File: src/rtl/axi_sram_slave.sv
// AXI4 slave serving a 64-bit bus from a single-port 128-bit SRAM macro.
// One request at a time: reads take two cycles per beat, writes one cycle per beat.
//
//   state     | meaning
//   IDLE      | waiting for an AR or AW handshake
//   RD_REQ    | SRAM read enable for the current beat
//   RD_DATA   | beat presented on R until rready
//   WR_DATA   | accepting W beats, one SRAM write per beat
//   WR_RESP   | B response held until bready
module axi_sram_slave #(
  parameter int IDX_W   = 6,
  parameter bit RD_PRIO = 1'b0
) (
  input  logic               clk,
  input  logic               rst_n,
  input  logic               arvalid,
  input  logic [3:0]         arid,
  input  logic [31:0]        araddr,
  input  logic [7:0]         arlen,
  input  logic [2:0]         arsize,
  input  logic [1:0]         arburst,
  output logic               arready,
  output logic               rvalid,
  output logic [3:0]         rid,
  output logic [1:0]         rresp,
  output logic [63:0]        rdata,
  output logic               rlast,
  input  logic               rready,
  input  logic               awvalid,
  input  logic [3:0]         awid,
  input  logic [31:0]        awaddr,
  input  logic [7:0]         awlen,
  input  logic [2:0]         awsize,
  input  logic [1:0]         awburst,
  output logic               awready,
  input  logic               wvalid,
  input  logic [63:0]        wdata,
  input  logic [7:0]         wstrb,
  input  logic               wlast,
  output logic               wready,
  output logic               bvalid,
  output logic [3:0]         bid,
  output logic [1:0]         bresp,
  input  logic               bready,
  output logic [IDX_W-1:0]   sram_addr,
  output logic               sram_cen,
  output logic               sram_wen,
  output logic [127:0]       sram_wmask,
  output logic [127:0]       sram_wdata,
  input  logic [127:0]       sram_rdata
);

  localparam logic [2:0] S_IDLE    = 3'd0;
  localparam logic [2:0] S_RD_REQ  = 3'd1;
  localparam logic [2:0] S_RD_DATA = 3'd2;
  localparam logic [2:0] S_WR_DATA = 3'd3;
  localparam logic [2:0] S_WR_RESP = 3'd4;

  logic [2:0]  state_q, state_d;
  logic [3:0]  id_q, id_d;
  logic [31:0] addr_q, addr_d;
  logic [7:0]  len_q, len_d;
  logic [7:0]  cnt_q, cnt_d;
  logic [2:0]  size_q, size_d;
  logic [1:0]  burst_q, burst_d;
  logic        err_q, err_d;
  logic        fresh_q, fresh_d;
  logic [63:0] rdata_q, rdata_d;

  logic        burst_ok;
  logic        beat_last;
  logic [31:0] addr_next;
  logic [63:0] rd_half;
  logic [63:0] strb_mask;

  assign burst_ok  = (burst_q == 2'b00) || (burst_q == 2'b01);
  assign beat_last = (cnt_q == len_q);
  assign addr_next = (burst_q == 2'b01) ? addr_q + (32'd1 << size_q) : addr_q;
  assign rd_half   = !burst_ok ? 64'd0 : (addr_q[3] ? sram_rdata[127:64] : sram_rdata[63:0]);

  assign arready = (state_q == S_IDLE) && (RD_PRIO || !awvalid);
  assign awready = (state_q == S_IDLE) && (!RD_PRIO || !arvalid);
  assign rvalid  = (state_q == S_RD_DATA);
  assign rlast   = rvalid && beat_last;
  assign rid     = id_q;
  assign rresp   = (rvalid && !burst_ok) ? 2'b10 : 2'b00;
  // Macro data lands during the first RD_DATA cycle; afterwards the captured copy is shown.
  assign rdata   = rvalid ? (fresh_q ? rd_half : rdata_q) : 64'd0;
  assign wready  = (state_q == S_WR_DATA);
  assign bvalid  = (state_q == S_WR_RESP);
  assign bid     = id_q;
  assign bresp   = (bvalid && (err_q || !burst_ok)) ? 2'b10 : 2'b00;

  always_comb begin
    strb_mask = '1;
    for (int i = 0; i < 8; i++) begin
      strb_mask[8*i +: 8] = wstrb[i] ? 8'h00 : 8'hFF;
    end
  end

  always_comb begin
    state_d    = state_q;
    id_d       = id_q;
    addr_d     = addr_q;
    len_d      = len_q;
    cnt_d      = cnt_q;
    size_d     = size_q;
    burst_d    = burst_q;
    err_d      = err_q;
    fresh_d    = 1'b0;
    rdata_d    = rdata_q;
    sram_cen   = 1'b1;
    sram_wen   = 1'b1;
    sram_wmask = '1;
    sram_addr  = '0;
    sram_wdata = '0;
    case (state_q)
      S_IDLE: begin
        if (arvalid && arready) begin
          id_d = arid; addr_d = araddr; len_d = arlen; size_d = arsize; burst_d = arburst;
          cnt_d = 8'd0;
          state_d = S_RD_REQ;
        end else if (awvalid && awready) begin
          id_d = awid; addr_d = awaddr; len_d = awlen; size_d = awsize; burst_d = awburst;
          cnt_d = 8'd0;
          err_d = 1'b0;
          state_d = S_WR_DATA;
        end
      end
      S_RD_REQ: begin
        sram_cen  = 1'b0;
        sram_addr = addr_q[IDX_W+3:4];
        fresh_d   = 1'b1;
        state_d   = S_RD_DATA;
      end
      S_RD_DATA: begin
        if (fresh_q) rdata_d = rd_half;
        if (rready) begin
          if (beat_last) begin
            state_d = S_IDLE;
          end else begin
            cnt_d   = cnt_q + 8'd1;
            addr_d  = addr_next;
            state_d = S_RD_REQ;
          end
        end
      end
      S_WR_DATA: begin
        if (wvalid) begin
          if (burst_ok) begin
            sram_cen   = 1'b0;
            sram_wen   = 1'b0;
            sram_addr  = addr_q[IDX_W+3:4];
            sram_wdata = {wdata, wdata};
            sram_wmask = addr_q[3] ? {strb_mask, 64'hFFFF_FFFF_FFFF_FFFF}
                                   : {64'hFFFF_FFFF_FFFF_FFFF, strb_mask};
          end
          if (wlast != beat_last) err_d = 1'b1;
          if (wlast || beat_last) begin
            state_d = S_WR_RESP;
          end else begin
            cnt_d  = cnt_q + 8'd1;
            addr_d = addr_next;
          end
        end
      end
      S_WR_RESP: begin
        if (bready) state_d = S_IDLE;
      end
      default: state_d = S_IDLE;
    endcase
  end

  always_ff @(posedge clk or negedge rst_n) begin
    if (!rst_n) begin
      state_q <= S_IDLE;
      id_q    <= '0;
      addr_q  <= '0;
      len_q   <= '0;
      cnt_q   <= '0;
      size_q  <= '0;
      burst_q <= '0;
      err_q   <= 1'b0;
      fresh_q <= 1'b0;
      rdata_q <= '0;
    end else begin
      state_q <= state_d;
      id_q    <= id_d;
      addr_q  <= addr_d;
      len_q   <= len_d;
      cnt_q   <= cnt_d;
      size_q  <= size_d;
      burst_q <= burst_d;
      err_q   <= err_d;
      fresh_q <= fresh_d;
      rdata_q <= rdata_d;
    end
  end

endmodule

File: config.mk
export PLATFORM = sky130hd
export DESIGN_NAME = axi_sram_slave
export DESIGN_NICKNAME = d
export VERILOG_FILES = /design/src/rtl/axi_sram_slave.sv
export SDC_FILE = /design/constraint.sdc
export NUM_CORES = 1
export LEC_CHECK = 0
export ABC_AREA = 1
export CAP_MARGIN = 20
export CORE_AREA = 4 4 249 251
export CTS_BUF_LIST = sky130_fd_sc_hd__clkbuf_4
export CTS_CLUSTER_DIAMETER = 150
export DETAILED_ROUTE_END_ITERATION = 8
export DIE_AREA = 0 0 253 255
export MAX_ROUTING_LAYER = met4
export PLACE_DENSITY_LB_ADDON = 0.15
export SLEW_MARGIN = 20
export SYNTH_ARGS = -nofsm -noshare
export SYNTH_HDL_FRONTEND = slang
export SYNTH_SLANG_ARGS = --single-unit
File: constraint.sdc
create_clock -name clk -period 2.2 [get_ports clk]
set_input_delay 0.33 -clock clk [delete_from_list [all_inputs] [get_ports clk]]
set_output_delay 0.33 -clock clk [all_outputs]
set_load 0.05 [all_outputs]
* Word-level counts from Yosys, hierarchy flattened *
Cells that the tools add are included.

operators by class
  add/subtract/negate cells = 2
  eq/ne operators = 17
  shift-type cells = 1
  multiplexer cells = 65
  reductions and logical operators = 20

operator list
  cell                  count
  $mux 128              7
  $mux 64               4
  $mux 32               7
  $mux 8                16
  $pmux 32 s3           1
  $add 32x32->32        1
  $shl 1x3->32 const A  1
  $mux 3                8
  $pmux 8 s3            1
  $pmux 3 s5            1
  $mux 6                2
  $pmux 6 s2            1
  $ne 2x1->1 const B    5
  $reduce_and 5->1      2
  $mux 1                9
  $add 8x1->8 const B   1
  $eq 8x8->1            1
  $mux 2                4
  $mux 4                2
  $ne 2x2->1 const B    4
  $eq 3x2->1 const B    2
  $logic_and 1x1->1     6
  $reduce_and 6->1      1
  $pmux 1 s2            2
  other kinds (12)      16

storage, ports and cells
  flip-flop bits (word level) = 126
  input port bits = 306
  output and inout port bits = 346
  word-level logic and storage cells = 115

* Depth between registers and ports, before layout *
  depth in word-level cells = 6
  depth in mapped cells = 14
  depth with buffers taken out = 14

* Worst setup path before layout *
No wires, ideal clock.

  path kind = reg-to-output
  from = register state_q[2]
  to = output port sram_wdata[118]
  arrival = 2,897 ps
  data required time = 1,870 ps
  slack = -1,027 ps
  cell stages (with the launch flop) = 10
  buffers on the path = 2
  path through = dfrtp_1 -> inv_1 -> nand2_1 -> nor2_2 -> inv_2 -> nor3_2 -> inv_2 -> clkbuf_1 -> nor2_1 -> buf_4

on the way
  word-level cells in the longest chain between the ends = 2

ends and longest elaborated chain
  item                      line  source
  start: declaration        59    logic [2:0] state_q, state_d;
  start signal: assignment  187   state_q <= state_d;
  $eq 3x2->1                --
  via wready                40    output logic wready,
  $mux 128                  117   case (state_q)
  end: declaration          49    output logic [127:0] sram_wdata,

The timed path passes the listed nets, and every way through them passes these cells.

* Worst setup path after layout *
  from = register state_q[2]
  to = output port sram_wmask[15]

on the way
  word-level cells in the longest chain between the ends = 2

ends and longest elaborated chain
  item              line  source
  $eq 3x2->1        117
  $mux 128          117
  end: declaration  48    output logic [127:0] sram_wmask,

No other way between the ends.

==> impl_metrics.yaml <==
status:
  status: "complete, but fails checks"
  violated_checks: "setup timing"
drt:
  firstDrtPassIters: 5
  drtIter0Drc: 487
  wl_per_cell_um: 18.2
  totalWireLength_mm: 49.0
  num_vias: 10300
  antenna_left: 0
  drcViolationCount: 0
  post_drt_via_cell_ratio: 3.85
yosys:
  ys_seq_area_frac: 0.295
  netlist_instances: 1381
  post_synthesis_cell_area_um2: 8810
  postSynthRegisterBits: 104
  yosys.cell_types.count: 34
  number_of_warnings_reported_in_the_yosys_synthesis_log: 0
  postSynthAreaPerCell_um2: 6.38
worst_setup_path:
  critical_path.cell_chain: "inv_2 > nand2_4 > nor2_4 > inv_2 > nor3_4 > buf_12 > inv_16 > nor2_4 > buf_12 > buf_12 > nand2_8 > buf_8"
  critical_path.endpoint_type: "output pin"
  r2r_slack_ns: -0.04
  cp_data_arrival_time_ns: 2.35
  timing.critical_path.fanout_max: 8
  critical_path_class: "flip-flop to output pin"
  critPathLaunchType: "flip-flop"
  path_common_cell: "buf_12"
  crit_slowest_cell: "dfrtp_1"
  cp_slowest_stage_delay_ns: 0.43
  cp_data_required_time_ns: 1.87
clock_network:
  tritoncts.num_buffers: 9
  tritoncts: "done"
  root_buffer: "clkbuf_4"
  h-tree-depth: 3
  number_of_buffers_on_the_longest_clock_path: 2
  cts_sinks: 104
  clock_insertion_delay_worst_skew_ns: 0.61
  clk_transition_reported_paths_ns: 0.18
placement:
  dp.final_hpwl_mm: 36.1
  post_dp_cell_area_um2: 17200
  routabilityCongestion: 0.814
  portBuffers: 605
timing:
  rsz0062_at_grt: "true"
  final_max_slew_viol_count: 0
  fin_ws_ns: -0.477
  worstMarginPinSlew_ns: 0.717
  final-setup-viol-count: 334
  max_slew_margin: 0.521
  max_freq_ghz: 0.374
  period_share: 1.22
  fin_setup_tns_ns: -127.57
  hold_ws_ns: 0.269
  timing_hold_violations_final: 0
  layout_min_cycle_time_ns: 2.68
  finClkSkew_ns: 0.0332
die:
  dieHeight_um: 255
  core_area_um2: 59900
  floorplan.io_pins: 652
  initial_core_util: 0.147
  fp.dieArea_um2: 64500
  die_w_um: 253
  placement_rows: 90
layout:
  post-route-util: 0.332
  drive_gt1_frac: 0.385
  layout-area-overhead-vs-synth_pct: 126
  final_cell_area_um2: 19900
  nNetsFinal: 2211
power:
  power.density_cell_area_nw_per_um2: 883
  power.ir.vdd_worst_mv: 0.607
  post-layout-total-power_mw: 17.5
  static-leakage-power_nw: 8.32
global_routing:
  grt_pass1_wl_mm: 66.5
  grt_start_max_net_pins: 53
  grtUsageTotal: 0.140
  first_global_vias: 10200
  grt_antenna_before_repair: 6
  grt_overflow: 0
run:
  timing.max_cap.violations: 0
hold_path:
  type_of_the_most_critical_hold_path: "input port to flip-flop"
-- worst paths after layout --
check	start	end	cells past startpoint
worst max-delay path	state_q[2]	sram_wmask[15]	12
worst min-delay path	arsize[2]	size_q[2]	3
worst max register to register	size_q[1]	addr_q[4]	13
worst min register to register	rdata_q[59]	rdata_q[59]	2
max in group asynchronous	rst_n	rdata_q[38]	3
min in group asynchronous	rst_n	rdata_q[33]	2
-- critical path, delay by kind of cell, from the launching register on --
| kind | cells | cell delay, ns |
|---|---|---|
| buffers and inverters | 7 | 0.83 |
| AND/OR/NAND/NOR | 5 | 0.49 |
| flip-flops | 1 | 0.43 |
-- report_power, final --
part           switching, mW  internal, mW  total [mW]
Sequential             0.432          2.52        2.96
Combinational           7.88          5.68        13.6
Clock                  0.819         0.222        1.04
-- cell usage in the layout (no fill, tap or decap), types with 6 or more instances in the layout --
cell type,synthesis,routed
a21oi_1,19,19
inv_1,172,155
o21ai_1,73,92
buf_16,0,8
ha_1,10,10
nor2_2,6,37
diode_2,0,7
o21ai_0,153,92
o21ai_2,0,40
clkbuf_16,0,8
nand2_1,278,261
nand3_1,19,17
buf_4,184,83
o21a_1,9,9
nor2_4,2,107
inv_2,7,22
clkbuf_4,0,9
dfrtp_1,104,102
buf_8,0,73
xnor2_1,6,6
nand2_8,0,12
nor2_1,237,101
clkdlybuf4s50_1,0,268
buf_6,6,74
a22oi_1,7,7
buf_12,0,232
nor3_1,9,9
-- flip-flops by register name (all words and copies together) (netlist names) --
name / count
err_q: 1
bid: 4
cnt_q: 8
rdata_q: 64
state_q: 3
addr_q: 10
fresh_q: 1
len_q: 8
size_q: 3
burst_q: 2
-- per-layer routing --
layer  up-vias  GRT usage  share of wire
li1       5117          -              -
met1      4860      0.161           0.40
met2       339      0.248           0.53
met3        22     0.0401          0.066
met4         0     0.0232         0.0093
met5         -          -              0
-- area by class of cell --
cell class | instances | area (um2)
clock inverters | 6 | 36.3
flip-flops and latches | 104 | 2610
clock buffers | 9 | 67.6
multi-input cells | 851 | 5120
diodes | 7 | 17.5
repair buffers | 748 | 10300
well taps | 782 | 978
repair inverters | 1 | 6.26
inverters | 179 | 696
fillers | 6280 | 40000
-- timing repair --
| action | CTS | global route |
|---|---|---|
| hold endpoints to repair | 39 | 0 |
| hold buffers | 1 | 0 |
| resized for setup | 189 | 261 |
| cloned | 9 | 11 |
| setup endpoints to repair | 343 | 350 |
| buffers inserted | 53 | 36 |
| pin swaps | 63 | 85 |
-- kinds of logic (layout without fill, tap and decap cells) --
kind of cell,count (synthesis),count (layout),synth area share
simple gates,563,563,0.252
xor+xnor,11,11,0.0109
other cells,1,9,0.000426
compound gates,264,264,0.156
flops,104,104,0.295
fa+ha+maj,11,11,0.0165
buf+inv,427,943,0.269
-- synth_stat cells --
master,count,area [um2]
dfrtp_1,104,2600
nand3b_2,1,11.3
o21ai_1,73,365
nand3_1,19,95.1
o21ai_0,153,766
nand4_1,3,18.8
ha_1,10,125
a21oi_2,1,8.76
or2_2,1,6.26
nor3_1,9,45.0
nand3b_1,3,22.5
nor3_2,1,10.0
buf_6,6,67.6
conb_1,1,3.75
a21boi_0,1,7.51
nor2_2,6,37.5
inv_1,172,646
buf_4,184,1380
buf_1,1,3.75
xnor2_1,6,52.6
nand2_2,2,12.5
nor2_1,237,890
xor2_1,5,43.8
o211ai_1,1,7.51
buf_2,24,120
or2_0,1,6.26
fa_1,1,20.0
a22oi_1,7,52.6
clkbuf_1,33,124
o21a_1,9,67.6
nand2_1,278,1040
nor2_4,2,22.5
a21oi_1,19,95.1
inv_2,7,26.3
-- stage by stage --
step | setup WS, ns | instances
finish | -0.477 | 2687
global route | -0.631 | 2686
CTS | -0.589 | 2652
detailed placement | -0.170 | 2574
global placement | -0.162 | 2574
floorplan | -0.239 | 1382
(Power assumes the default switching activity.)
